--- src/rtl/mem_responder.sv ---
// mem_responder: memory-side responder for the mem_inft protocol.
// Holds a 2**ADDR_W x DATA_W synchronous memory and answers read/write
// strobes. It also keeps a written flag per location, sticky read-error and
// collision flags, and saturating read/write access counters.
// Optional build macro MEM_INIT_EN: after reset the block sweeps zeros into
// every location and marks each one as written. While it does this, busy is 1.
module mem_responder #(
  parameter int ADDR_W = 5,
  parameter int DATA_W = 8,
  parameter int CNT_W  = 16
) (
  input  logic              clk,
  input  logic              reset,
  input  logic              read,
  input  logic              write,
  input  logic [ADDR_W-1:0] addr,
  input  logic [DATA_W-1:0] data_in,
  output logic [DATA_W-1:0] data_out,
  output logic              busy,
  output logic              rd_err,
  output logic              coll_err,
  input  logic              err_clr,
  output logic [CNT_W-1:0]  wr_count,
  output logic [CNT_W-1:0]  rd_count
);

  localparam int DEPTH = 1 << ADDR_W;

  logic [DATA_W-1:0] mem [DEPTH];
  logic [DEPTH-1:0]  written;

  logic              sweep;
  logic [ADDR_W-1:0] sweep_ptr;
  logic              acc_wr;
  logic              acc_rd;
  logic              acc_coll;
  logic              mem_we;
  logic [ADDR_W-1:0] mem_wa;
  logic [DATA_W-1:0] mem_wd;

  // Increment that sticks at all-ones instead of wrapping.
  function automatic logic [CNT_W-1:0] sat_inc(input logic [CNT_W-1:0] v);
    return (&v) ? v : v + CNT_W'(1);
  endfunction

  // Sticky flag update: a new error wins over a clear on the same edge.
  function automatic logic sticky_next(input logic cur, input logic set,
                                       input logic clr);
    return set ? 1'b1 : (clr ? 1'b0 : cur);
  endfunction

`ifdef MEM_INIT_EN
  typedef enum logic {IDLE, INIT} state_t;

  state_t            state;
  state_t            state_nxt;
  logic [ADDR_W-1:0] ptr;

  // State register and sweep pointer; reset restarts the sweep from location 0.
  always_ff @(posedge clk or posedge reset) begin
    if (reset) begin
      state <= INIT;
      ptr   <= '0;
    end else begin
      state <= state_nxt;
      if (state == INIT) ptr <= ptr + ADDR_W'(1);
    end
  end

  // Next state and sweep outputs; busy stays low while reset is held.
  always_comb begin
    state_nxt = state;
    sweep     = 1'b0;
    sweep_ptr = ptr;
    busy      = 1'b0;
    case (state)
      INIT: begin
        sweep = !reset;
        busy  = !reset;
        if (&ptr) state_nxt = IDLE;
      end
      default: state_nxt = IDLE;
    endcase
  end
`else
  assign sweep     = 1'b0;
  assign sweep_ptr = '0;
  assign busy      = 1'b0;
`endif

  // Decode accepted accesses; a collision keeps only the write.
  always_comb begin
    acc_wr   = !busy && write;
    acc_rd   = !busy && read && !write;
    acc_coll = !busy && read && write;
    mem_we   = sweep || acc_wr;
    mem_wa   = sweep ? sweep_ptr : addr;
    mem_wd   = sweep ? '0 : data_in;
  end

  // Memory array: not reset, written by the init sweep or an accepted write.
  always_ff @(posedge clk) begin
    if (mem_we) mem[mem_wa] <= mem_wd;
  end

  // Per-location written flags.
  always_ff @(posedge clk or posedge reset) begin
    if (reset) written <= '0;
    else if (mem_we) written[mem_wa] <= 1'b1;
  end

  // Registered read data; never-written locations read as zero.
  always_ff @(posedge clk or posedge reset) begin
    if (reset) data_out <= '0;
    else if (acc_rd) data_out <= written[addr] ? mem[addr] : '0;
  end

  // Sticky protocol-error flags.
  always_ff @(posedge clk or posedge reset) begin
    if (reset) begin
      rd_err   <= 1'b0;
      coll_err <= 1'b0;
    end else begin
      rd_err   <= sticky_next(rd_err, acc_rd && !written[addr], err_clr);
      coll_err <= sticky_next(coll_err, acc_coll, err_clr);
    end
  end

  // Saturating access counters; collision reads are not counted.
  always_ff @(posedge clk or posedge reset) begin
    if (reset) begin
      wr_count <= '0;
      rd_count <= '0;
    end else begin
      if (acc_wr) wr_count <= sat_inc(wr_count);
      if (acc_rd) rd_count <= sat_inc(rd_count);
    end
  end

endmodule

--- config.mk ---
export PLATFORM = sky130hd
export DESIGN_NAME = mem_responder
export DESIGN_NICKNAME = d
export VERILOG_FILES = /design/src/rtl/mem_responder.sv
export SDC_FILE = /design/constraint.sdc
export NUM_CORES = 1
export LEC_CHECK = 0
export CORE_MARGIN = 2
export CORE_UTILIZATION = 25
export CTS_BUF_LIST = sky130_fd_sc_hd__clkbuf_8
export CTS_CLUSTER_DIAMETER = 100
export CTS_CLUSTER_SIZE = 40
export DETAILED_ROUTE_END_ITERATION = 8
export GPL_ROUTABILITY_DRIVEN = 0
export PLACE_DENSITY = 0.44
export REMOVE_ABC_BUFFERS = 1
export SYNTH_ARGS = -nofsm -noshare
export SYNTH_HDL_FRONTEND = slang
export SYNTH_SLANG_ARGS = --single-unit
--- constraint.sdc ---
create_clock -name clk -period 7.3 [get_ports clk]
set_input_delay 1.46 -clock clk [delete_from_list [all_inputs] [get_ports clk]]
set_output_delay 1.46 -clock clk [all_outputs]
set_load 0.02 [all_outputs]
==> metrics.md <==
| Metric | Value |
|---|---|
| CP bufs+invs | 1 |
| Register area | 9540 um2 |
| Sequential cell area fraction in the yosys report | 72.2% |
| Crit-path leading delay family | simple AND/OR/NAND/NOR gates |
| Vias per Instance | 4.61 |
| Setup Viol. Count Final | 0 |
| Final max-slew violation count | 0 |
| Fill count | 5212 |
| #FFs+latches synth | 330 |
| Setup crit start kind | input port |
| Final Power | 3.55 mW |
| P_int | 2.59 mW |
| CP Class | in -> reg |
| DRC Markers | 0 |
| Worst hold start | written[12]$_DFFE_PP0P_ |
| Core box area | 52400 um2 |
| HP Class | reg -> reg |
| Min Tclk post-route | 4.23 ns |
| Max-cap violations | 0 |
| Crit-path slowest cell | clkdlybuf4s50_1 |
| Max IR drop VDD | 0.192 mV |
| Adder-Cell Fraction of Synth Area | 0.189% |
| CP Depth | 6 |
| Clock skew | 0.0855 ns |
| IO buf count | 59 |
| Synth area leaders | edfxtp_1 58%, dfrtp_1 14%, mux2i_1 11% |
| Post-CTS setup buffers | 0 |
| Syn_area_per_cell | 15.9 um2 |
| Post-Syn Instances | 830 |
| CP Data Arrival Time | 4.78 ns |
| Dpl hpwl | 23400 um |
| Pre-Repair DR Iteration Count | 5 |
| Post-synthesis mux area share | 11.1% |
| DIE HEIGHT | 234 um |
| Worst-path fanout max | 24 |
| Global-route wire length before repair | 51500 um |
| Ports | 61 |
| Syn Std Cell Area | 13200 um2 |
| Net Sw Frac | 27.2% |
| Number of enable flip-flop cells after synthesis | 256 |
| Post-synth cell types | 50 |
| CP Capture Type | flip-flop |
| Setup TNS | 0 ns |
| CTS tree | built |
| Outcome | finished clean |
| Worst hold path depth | 1 |
| Synth Flop Type | edfxtp_1 |
| Final instance area | 14900 um2 |
| Via Count | 7215 |
| Req. time, crit path | 7.85 ns |
| Seq pwr share | 62.1% |
| Share of the synthesized area in the top cell type | 58.2% |
| CTS resizes | 0 |
| Asr flop ratio synth | 22.4% |
| Top-count cell post-synth | edfxtp_1 |
| Site Rows | 84 |
| Largest family of logic cells by synthesized area | multiplexers |
| Gate power share | 12.7% |
| Final nets | 890 |
| Vias in the first global route | 6970 |
| Clk network pwr share | 25.2% |
| Die ar. | 54700 um2 |
| Drt initial violations | 568 |
| Max Freq | 0.236 GHz |
| R2R depth | 5 |
| PwrDens | 239 nW/um2 |
| Starting Density | 25.2% |
| Area Growth Syn to Fin | 12.4% |
| Slowest stage delay, CP | 0.89 ns |
| Final setup margin | 3.07 ns |
| Multi-input gate area | 3430 um2 |
| Max Root-Sink Buffers | 3 |
| Worst-path clk slew | 0.19 ns |
| Worst setup path start | addr[3] |
| Post-CTS Hold Buffers | 0 |
| Synth Area in XOR/XNOR | 1.86% |
| Post-route clock period utilization | 58.0% |
| Antenna diodes | 0 |
| GRT overflow | 0 |
| CTS H-tree depth | 1 |
| Final Hold Viols | 0 |
| Initial antenna violation count | 0 |
| Worst Tran Pin Value | 1.19 ns |
| Simple-Gate Fraction of Synth Area | 8.26% |
| Warnings, synthesis | 0 |
| Area leader, netlist | edfxtp_1 |
| Total track usage | 13.1% |
| LEAKAGE | 5.23 nW |
| Post-synthesis compound-gate area fraction | 4.49% |
| Worst flop-to-flop path startpoint | written[30]$_DFFE_PP0P_ |
| Psw | 0.967 mW |
| Root Driver | clkbuf_8 |
| DRT Wirelength | 35900 um |
| Die width | 234 um |
| Post-synth top cells | 256 x edfxtp_1, 140 x mux2i_1, 74 x dfrtp_1 |
| Post-place setup slack | 2.58 ns |
| Max-slew headroom | 20.7% |
| Cts bufs inserted | 14 |
| Post-Place Cell Area | 14500 um2 |
| Largest net degree at the start of global routing | 77 |
| Worst skew pair latency | 0.64 ns |
| Clock sink count | 330 |
| Crit-path cells | clkdlybuf4s50_1 -> nand3_1 -> o22ai_1 -> nor4_1 -> o2111a_1 -> a32o_1 |
| Detail Route Antenna Nets | 0 |
| RSZ-0062 raised after global routing | no |
| Wire per inst | 22.9 um |
| Layout cells sized above 1 | 8.66% |
worst paths after layout:
kind	to	slack [ns]
worst max-delay path	rd_err$_DFFE_PP0P_	3.07
worst min-delay path	written[12]$_DFFE_PP0P_	0.48
worst max register to register	rd_err$_DFFE_PP0P_	4.89
worst min register to register	written[12]$_DFFE_PP0P_	0.48
max in group asynchronous	written[30]$_DFFE_PP0P_	4.98
min in group asynchronous	wr_count[1]$_DFFE_PP0P_	1.12
cells in the final DEF, fill, tap and decap left out, types with 4 or more instances in the layout:
master             n
or2_2             32
nand4b_1           5
clkbuf_8          16
nand3_1           12
inv_1              4
or4_1             17
nand4_1           10
nand3b_1           4
buf_4              9
xnor2_1           21
xor2_1             7
nor2_1            51
dfrtp_1           74
o22ai_1           67
and3_1            10
clkdlybuf4s50_1   56
edfxtp_1         256
o31ai_1            8
nand4bb_1          6
nand2_1           21
mux2i_1          140
worst register-to-register path, stage by stage, from the launching register on:
cell	delay (ns)
dfrtp_1	0.41
mux2i_1	0.23
o22ai_1	0.16
nor4_1	0.71
o2111a_1	0.64
a32o_1	0.25
registers in the layout (all words and copies together), names as in the netlist:
| register | cells |
|---|---|
| mem | 256 |
| written | 32 |
| rd_count | 16 |
| wr_count | 16 |
| data_out | 8 |
| coll_err | 1 |
| rd_err | 1 |
stage by stage:
stage          hold slack [ns]  util [%]  instances
6_report                 0.483      28.3       1566
5_1_grt                  0.510      28.3       1566
4_1_cts                  0.488      28.3       1566
3_5_place_dp             0.452      27.6       1542
3_3_place_gp             0.448      27.6       1542
2_1_floorplan            0.434         -        786
logic make-up (layout without fill, tap and decap cells):
| family | Yosys count | count (layout) |
|---|---|---|
| muxes | 144 | 144 |
| DFF | 330 | 330 |
| AOI/OAI and AO/OA | 89 | 89 |
| other | 1 | 1 |
| and+or+nand+nor | 188 | 188 |
| buffers and inverters | 48 | 96 |
| xor gates and xnor gates | 28 | 28 |
| adders and majority gates | 2 | 2 |
power groups by stage:
stage | Sequential (mW) | Clock [mW] | Combinational [mW]
6_report | 2.21 | 0.895 | 0.453
5_1_grt | 2.22 | 0.976 | 0.487
4_1_cts | 2.21 | 0.919 | 0.459
3_5_place_dp | 2.25 | 0 | 0.458
3_3_place_gp | 2.25 | 0 | 0.455
2_1_floorplan | 2.27 | 0 | 0.181
metal layers:
| metal | up-vias | GRT usage (%) | share of wire [%] |
|---|---|---|---|
| met5 | - | 0 | 0 |
| met4 | 0 | 2.67 | 1.8 |
| met3 | 31 | 2.19 | 4.5 |
| met2 | 184 | 19.2 | 43 |
| met1 | 3744 | 20.0 | 50 |
| li1 | 3256 | - | - |
final cells by class:
type,count,share of cell area (%)
inverters,4,0.109
repair buffers,68,4.39
well taps,688,5.79
clock inverters,9,1.08
clock buffers,15,1.39
flip-flops and latches,330,64.2
multi-input cells,452,23.1
Power figures use the tool's default switching activity.
